$ cat src/rtl/fetch_stage_if.sv
// Fetch-stage bundle: instruction-memory request/response, branch redirect
// and the IF/ID hand-off to decode. The fetch stage is the master side.
interface fetch_stage_if #(
  parameter int XLEN = 32
);
  logic            imem_req;
  logic [XLEN-1:0] imem_addr;
  logic            imem_gnt;
  logic            imem_rvalid;
  logic [31:0]     imem_rdata;
  logic            redirect_valid;
  logic [XLEN-1:0] redirect_pc;
  logic            id_valid;
  logic            id_ready;
  logic [31:0]     id_instr;
  logic [XLEN-1:0] id_pc;
  logic [6:0]      id_opcode;

  modport master (
    output imem_req, imem_addr, id_valid, id_instr, id_pc, id_opcode,
    input  imem_gnt, imem_rvalid, imem_rdata, redirect_valid, redirect_pc,
           id_ready
  );

  modport slave (
    input  imem_req, imem_addr, id_valid, id_instr, id_pc, id_opcode,
    output imem_gnt, imem_rvalid, imem_rdata, redirect_valid, redirect_pc,
           id_ready
  );
endinterface

$ cat src/rtl/fetch_stage.sv
// Instruction fetch stage: owns the PC, keeps at most one request in flight
// to instruction memory and holds the returned word in a one-entry IF/ID
// register. Redirects squash the in-flight response via the kill flag.
module fetch_stage #(
  parameter int              XLEN     = 32,
  parameter logic [XLEN-1:0] RESET_PC = '0
) (
  input  logic         clk,
  input  logic         rst,
  fetch_stage_if.master bus
);

  localparam logic [31:0] NOP_INSTR = 32'h0000_0013;

  typedef enum logic {
    S_FETCH = 1'b0,
    S_WAIT  = 1'b1
  } state_t;

  state_t          state;
  logic [XLEN-1:0] pc;
  logic [XLEN-1:0] pend_pc;
  logic            kill;
  logic            id_valid_q;
  logic [31:0]     id_instr_q;
  logic [XLEN-1:0] id_pc_q;

  logic            req;
  logic            grant;
  logic            load;
  logic            consume;
  logic [XLEN-1:0] redirect_target;

  // Request only when the IF/ID slot is guaranteed free by the time the
  // response can arrive, so a response never has to be stalled.
  assign req     = (state == S_FETCH) && (!id_valid_q || bus.id_ready) && !rst;
  assign grant   = req && bus.imem_gnt;
  assign load    = (state == S_WAIT) && bus.imem_rvalid && !kill && !bus.redirect_valid;
  assign consume = id_valid_q && bus.id_ready;
  assign redirect_target = {bus.redirect_pc[XLEN-1:2], 2'b00};

  // Single state register: FSM, PC, kill flag and IF/ID slot; redirect last so it wins.
  always_ff @(posedge clk) begin
    if (rst) begin
      state      <= S_FETCH;
      pc         <= RESET_PC;
      pend_pc    <= '0;
      kill       <= 1'b0;
      id_valid_q <= 1'b0;
      id_instr_q <= NOP_INSTR;
      id_pc_q    <= '0;
    end else begin
      // NOTE: non-blocking assignments let later statements in this block
      // override earlier ones (redirect over grant/load) without ordering races.
      unique case (state)
        S_FETCH: begin
          if (grant) begin
            state   <= S_WAIT;
            pend_pc <= pc;
            pc      <= pc + XLEN'(4);
          end
        end
        S_WAIT: begin
          // A response in FETCH would be a protocol error; only WAIT listens.
          if (bus.imem_rvalid) begin
            state <= S_FETCH;
            kill  <= 1'b0;
          end
        end
      endcase

      if (load) begin
        id_valid_q <= 1'b1;
        id_instr_q <= bus.imem_rdata;
        id_pc_q    <= pend_pc;
      end else if (consume) begin
        id_valid_q <= 1'b0;
      end

      if (bus.redirect_valid) begin
        pc         <= redirect_target;
        id_valid_q <= 1'b0;
        // Anything granted but not yet returned belongs to the squashed path.
        if (grant || (state == S_WAIT && !bus.imem_rvalid)) begin
          kill <= 1'b1;
        end
      end
    end
  end

  assign bus.imem_req  = req;
  assign bus.imem_addr = pc;
  assign bus.id_valid  = id_valid_q;
  assign bus.id_instr  = id_instr_q;
  assign bus.id_pc     = id_pc_q;
  // Pure slice so the control unit sees the opcode in the same cycle as id_instr.
  assign bus.id_opcode = id_instr_q[6:0];

endmodule

$ cat src/flat_wrapper.sv
// flat-port wrapper written by rule: the top's interface ports become plain ports
module fetch_stage_flat 
#(
  parameter int              XLEN     = 32,
  parameter logic [XLEN-1:0] RESET_PC = '0
)
  (clk, rst, bus_imem_req, bus_imem_addr, bus_id_valid, bus_id_instr, bus_id_pc, bus_id_opcode, bus_imem_gnt, bus_imem_rvalid, bus_imem_rdata, bus_redirect_valid, bus_redirect_pc, bus_id_ready);
  fetch_stage_if #(.XLEN(XLEN)) bus_i ();
  input  logic clk;
  input  logic rst;
  output wire logic [$bits(bus_i.imem_req)-1:0] bus_imem_req;
  output wire logic [$bits(bus_i.imem_addr)-1:0] bus_imem_addr;
  output wire logic [$bits(bus_i.id_valid)-1:0] bus_id_valid;
  output wire logic [$bits(bus_i.id_instr)-1:0] bus_id_instr;
  output wire logic [$bits(bus_i.id_pc)-1:0] bus_id_pc;
  output wire logic [$bits(bus_i.id_opcode)-1:0] bus_id_opcode;
  input wire logic [$bits(bus_i.imem_gnt)-1:0] bus_imem_gnt;
  input wire logic [$bits(bus_i.imem_rvalid)-1:0] bus_imem_rvalid;
  input wire logic [$bits(bus_i.imem_rdata)-1:0] bus_imem_rdata;
  input wire logic [$bits(bus_i.redirect_valid)-1:0] bus_redirect_valid;
  input wire logic [$bits(bus_i.redirect_pc)-1:0] bus_redirect_pc;
  input wire logic [$bits(bus_i.id_ready)-1:0] bus_id_ready;
  assign bus_imem_req = bus_i.imem_req;
  assign bus_imem_addr = bus_i.imem_addr;
  assign bus_id_valid = bus_i.id_valid;
  assign bus_id_instr = bus_i.id_instr;
  assign bus_id_pc = bus_i.id_pc;
  assign bus_id_opcode = bus_i.id_opcode;
  assign bus_i.imem_gnt = bus_imem_gnt;
  assign bus_i.imem_rvalid = bus_imem_rvalid;
  assign bus_i.imem_rdata = bus_imem_rdata;
  assign bus_i.redirect_valid = bus_redirect_valid;
  assign bus_i.redirect_pc = bus_redirect_pc;
  assign bus_i.id_ready = bus_id_ready;
  fetch_stage #(.XLEN(XLEN), .RESET_PC(RESET_PC)) u_core (.clk(clk), .rst(rst), .bus(bus_i));
endmodule
$ cat config.mk
export PLATFORM = sky130hd
export DESIGN_NAME = fetch_stage_flat
export DESIGN_NICKNAME = d
export VERILOG_FILES = /design/src/rtl/fetch_stage_if.sv /design/src/rtl/fetch_stage.sv /design/src/flat_wrapper.sv
export SDC_FILE = /design/constraint.sdc
export NUM_CORES = 1
export LEC_CHECK = 0
export ABC_CLOCK_PERIOD_IN_PS = 5000
export CAP_MARGIN = 30
export CORE_ASPECT_RATIO = 1.2
export CORE_MARGIN = 4
export CORE_UTILIZATION = 41
export CTS_BUF_LIST = sky130_fd_sc_hd__clkbuf_8
export DETAILED_ROUTE_END_ITERATION = 10
export DONT_BUFFER_PORTS = 1
export REMOVE_ABC_BUFFERS = 1
export SLEW_MARGIN = 10
export SYNTH_ARGS = -nofsm -noshare
export SYNTH_HDL_FRONTEND = slang
export SYNTH_SLANG_ARGS = --single-unit
$ cat constraint.sdc
create_clock -name clk -period 5 [get_ports clk]
set_clock_uncertainty 0.1 [all_clocks]
set_input_delay 1 -clock clk [delete_from_list [all_inputs] [get_ports clk]]
set_output_delay 1 -clock clk [all_outputs]
set_load 0.1 [all_outputs]
==> report_table.html <==
<table>
<tr><th>Metric</th><th>Value</th></tr>
<tr><th colspan="2">Hold path</th></tr>
<tr><td>Endpoint with the worst hold slack</td><td>u_core.bus.id_pc[13]</td></tr>
<tr><td>Hold WC Path Type</td><td>reg -&gt; reg</td></tr>
<tr><td>Worst hold stages</td><td>2</td></tr>
<tr><td>Worst hold start</td><td>u_core.pend_pc[13]</td></tr>
<tr><th colspan="2">Power</th></tr>
<tr><td>Standby leakage power</td><td>2.077 nW</td></tr>
<tr><td>Worst supply voltage drop on vdd</td><td>0.1288 mV</td></tr>
<tr><td>Internal power component</td><td>1.588 mW</td></tr>
<tr><td>Sw Pwr</td><td>0.6585 mW</td></tr>
<tr><td>Switching share of power</td><td>0.2932</td></tr>
<tr><td>Pwr Total</td><td>2.246 mW</td></tr>
<tr><td>Seq pwr share</td><td>0.486</td></tr>
<tr><td>Clock network power share</td><td>0.383</td></tr>
<tr><td>Total power per unit cell area</td><td>374.0 nW/um2</td></tr>
<tr><td>Part of the power in combinational logic</td><td>0.130</td></tr>
<tr><th colspan="2">Yosys</th></tr>
<tr><td>Fraction of post-synthesis cell area in the top cell type by area</td><td>0.4888</td></tr>
<tr><td>Share of synthesized area spent on multiplexers</td><td>0.003910</td></tr>
<tr><td>Ys flop type</td><td>dfxtp_1</td></tr>
<tr><td>Cell area after technology mapping</td><td>5120 um2</td></tr>
<tr><td>Sequential area share after synthesis</td><td>0.4888</td></tr>
<tr><td>Simple-gate area share of the yosys netlist</td><td>0.2595</td></tr>
<tr><td>Synth Area in Adders</td><td>0.002444</td></tr>
<tr><td>Compound-cell area share of the yosys netlist</td><td>0.1603</td></tr>
<tr><td>Dominant combinational cell family by area after synthesis</td><td>simple AND/OR/NAND/NOR gates</td></tr>
<tr><td>Async SR Flop Fraction</td><td>0</td></tr>
<tr><td>Number of flip-flops and latches in the synthesized netlist</td><td>125</td></tr>
<tr><td>Avg Cell Area, Syn</td><td>7.938 um2</td></tr>
<tr><td>Synth warn</td><td>0</td></tr>
<tr><td>Most area-consuming cells after synthesis</td><td>dfxtp_1 49%, nand2_1 15%, a21oi_1 9.2%</td></tr>
<tr><td>Library cell occupying the most area in the post-synthesis netlist</td><td>dfxtp_1</td></tr>
<tr><td>Number of instances in the synthesized netlist</td><td>645</td></tr>
<tr><td>Count of cell types in the netlist</td><td>52</td></tr>
<tr><td>Count of flip-flops with a built-in enable after synthesis</td><td>0</td></tr>
<tr><td>Area share of xor/xnor cells in the synthesized design</td><td>0.02053</td></tr>
<tr><th colspan="2">Run</th></tr>
<tr><td>Max-cap check violation count</td><td>0</td></tr>
<tr><th colspan="2">CTS</th></tr>
<tr><td>Buffer depth of the longest clock path</td><td>2</td></tr>
<tr><td>Hold buffer count at cts</td><td>0</td></tr>
<tr><td>Clock latency on the worst-skew pair</td><td>0.43 ns</td></tr>
<tr><td>Post CTS Setup Buffer Count</td><td>0</td></tr>
<tr><td>Number of CTS-inserted buffers</td><td>17</td></tr>
<tr><td>Clock sink count</td><td>125</td></tr>
<tr><td>TritonCTS clock tree</td><td>built</td></tr>
<tr><td>Depth of the CTS H-tree</td><td>4</td></tr>
<tr><td>Clock transition at path regs</td><td>0.07 ns</td></tr>
<tr><td>Master cell of the clock root buffer</td><td>clkbuf_8</td></tr>
<tr><td>Count of cells resized by post-cts repair</td><td>0</td></tr>
<tr><th colspan="2">Routing</th></tr>
<tr><td>Total via count after detailed routing</td><td>4370</td></tr>
<tr><td>Routed wire length per instance</td><td>16.21 um</td></tr>
<tr><td>DRT Pass-1 Iters</td><td>4</td></tr>
<tr><td>DRC Markers</td><td>0</td></tr>
<tr><td>Per-cell via count in the routed design</td><td>5.265</td></tr>
<tr><td>DRC marker count from the first detailed-route iteration</td><td>252</td></tr>
<tr><td>Antenna-violating nets left</td><td>0</td></tr>
<tr><td>Total wirelength of the detailed-routed design</td><td>13.46 mm</td></tr>
<tr><th colspan="2">Setup path</th></tr>
<tr><td>Arrival time of data at the critical path endpoint</td><td>2.31 ns</td></tr>
<tr><td>Reg-to-reg setup timing slack</td><td>2.05 ns</td></tr>
<tr><td>Category of the worst setup path launch point</td><td>flip-flop</td></tr>
<tr><td>Startpoint of the worst register-to-register path</td><td>u_core.bus.id_valid</td></tr>
<tr><td>CP cell instances</td><td>or2b_2, and2_1</td></tr>
<tr><td>CP Capture Type</td><td>output port</td></tr>
<tr><td>End of the worst register-to-register path</td><td>u_core.bus.imem_addr[21]</td></tr>
<tr><td>Worst Path Max Fanout</td><td>5</td></tr>
<tr><td>Standard cell with the maximum stage delay on the critical path</td><td>dfxtp_1</td></tr>
<tr><td>Worst setup path class</td><td>reg -&gt; out</td></tr>
<tr><td>Reg2reg path depth</td><td>6</td></tr>
<tr><td>Largest stage delay on the critical path</td><td>0.96 ns</td></tr>
<tr><td>Worst EP required</td><td>3.90 ns</td></tr>
<tr><th colspan="2">Floorplan</th></tr>
<tr><td>Area of the die</td><td>14350 um2</td></tr>
<tr><td>Num ports</td><td>175</td></tr>
<tr><td>Core box area</td><td>12170 um2</td></tr>
<tr><td>Die outline width</td><td>110.0 um</td></tr>
<tr><td>Chip Height</td><td>130.4 um</td></tr>
<tr><td>Initial Utilization</td><td>0.4208</td></tr>
<tr><td>Row count</td><td>44</td></tr>
<tr><th colspan="2">STA</th></tr>
<tr><td>Setup repair after global routing missed its margin</td><td>false</td></tr>
<tr><td>Final critical delay including setup and external delays</td><td>3.407 ns</td></tr>
<tr><td>Worst slew slack as a fraction of its limit</td><td>0.3197</td></tr>
<tr><td>Accumulated negative setup slack</td><td>0 ns</td></tr>
<tr><td>Final number of setup-violating endpoints</td><td>0</td></tr>
<tr><td>Worst-Margin Slew</td><td>1.020 ns</td></tr>
<tr><td>Final worst path period share</td><td>0.6815</td></tr>
<tr><td>Final hold violation count</td><td>0</td></tr>
<tr><td>Count of pins over their slew limit</td><td>0</td></tr>
<tr><td>Worst setup slack after layout</td><td>1.593 ns</td></tr>
<tr><td>Achievable frequency</td><td>293.5 MHz</td></tr>
<tr><th colspan="2">Global route</th></tr>
<tr><td>Maximum number of pins on one net before global-route repair</td><td>125</td></tr>
<tr><td>Via count of the first global-routing pass</td><td>4050</td></tr>
<tr><td>Global-route wire length before repair</td><td>20.58 mm</td></tr>
<tr><td>Total global routing track utilization</td><td>0.1842</td></tr>
<tr><td>Remaining global-route overflow</td><td>0</td></tr>
<tr><td>Initial antenna violation count</td><td>0</td></tr>
<tr><th colspan="2">Layout</th></tr>
<tr><td>Area added between synthesis and finish</td><td>17.30%</td></tr>
<tr><td># nets final</td><td>729</td></tr>
<tr><td>Most common cell after layout, fill and taps aside</td><td>nand2_1</td></tr>
<tr><td>Ant diodes</td><td>0</td></tr>
<tr><td>Finished Core Util</td><td>0.4936</td></tr>
<tr><td>Layout cell share with drive strength beyond 1</td><td>0.1315</td></tr>
<tr><td>Most frequent cells in the layout</td><td>204 x nand2_1, 118 x dfxtp_1, 94 x a21oi_1</td></tr>
<tr><th colspan="2">Place</th></tr>
<tr><td>Placed wire-length estimate</td><td>9.084 mm</td></tr>
<tr><td>Weighted congestion at the end of routability-driven global placement</td><td>0.7735</td></tr>
<tr><td>Post-placement worst setup slack</td><td>1.966 ns</td></tr>
<tr><td>Number of port buffers</td><td>0</td></tr>
<tr><th colspan="2">Status</th></tr>
<tr><td>Result of the run</td><td>finished clean</td></tr>
</table>
==> worst max-delay path by stage <==
stage | from | endpoint | slack (ns)
floorplan | bus_redirect_valid | u_core.bus.id_instr[10] | 0.39
global placement | u_core.bus.imem_addr[10] | u_core.bus.imem_addr[29] | 1.86
detailed placement | bus_id_ready | bus_imem_req | 1.97
CTS | u_core.bus.id_valid | bus_imem_req | 1.56
global route | u_core.bus.id_valid | bus_imem_req | 1.54
finish | u_core.bus.id_valid | bus_imem_req | 1.59
==> cell usage after synthesis (all sizes together) (2+ instances only) <==
cell type / n
nand2: 204
dfxtp: 125
a21oi: 94
clkbuf: 37
nor2: 27
buf: 16
a211oi: 15
inv: 13
nor3: 13
nand3: 10
xnor2: 9
a311oi: 8
and4: 8
o21ai: 8
a2111oi: 6
and3: 6
or3: 6
and2: 4
nand4: 4
or4: 4
xor2: 3
a31oi: 2
mux2i: 2
nor4: 2
o31ai: 2
==> critical path, delay by kind of cell, from the launching register on <==
family | cells | cell delay (ns)
flip-flops | 1 | 0.96
AND/OR/NAND/NOR | 2 | 0.92
==> kinds of logic (layout without fill, tap and decap cells) <==
kind of cell / Yosys count / after routing
buf+inv: 69 / 90
mux: 2 / 2
xor+xnor: 12 / 12
simple gates: 295 / 295
compound gates: 140 / 140
other cells: 1 / 4
fa+ha+maj: 1 / 1
flops: 125 / 125
==> metal layers <==
metal | share of wire | global-route usage | vias to the layer above
met3 | 0.076 | 0.05848 | 32
met2 | 0.48 | 0.2921 | 145
met5 | 0 | 0 | -
met4 | 0.032 | 0.09464 | 0
li1 | - | - | 2191
met1 | 0.41 | 0.2234 | 2002
==> registers in the layout, indices dropped and copies added (netlist names) <==
signal                count
u_core.bus.id_instr      32
u_core.kill               1
u_core.pend_pc           30
u_core.state              1
u_core.bus.imem_addr     30
u_core.bus.id_valid       1
u_core.bus.id_pc         30
==> area by class of cell <==
class                   count  area (um2)
well taps                 161       201.4
fillers                  1238        6161
repair buffers             46       543.0
multi-input cells         454        2313
clock buffers              21       289.0
flip-flops and latches    125        2511
clock inverters             9       95.09
inverters                  14       52.55
==> per-stage QoR <==
stage,instance area (um2),hold slack [ns],std cells
global route,6006,0.3663,830
detailed placement,5590,0.3396,798
floorplan,4857,0.3260,593
global placement,5266,0.3315,779
CTS,5974,0.3466,828
finish,6006,0.3469,830
==> power by group through the flow <==
stage	logic (mW)	registers (mW)	clock network [mW]
floorplan	0.0818	1.24	0
global placement	0.211	1.15	0
detailed placement	0.287	1.12	0
CTS	0.288	1.10	0.888
global route	0.310	1.10	0.926
finish	0.293	1.09	0.861
Power figures use the tool's default switching activity.
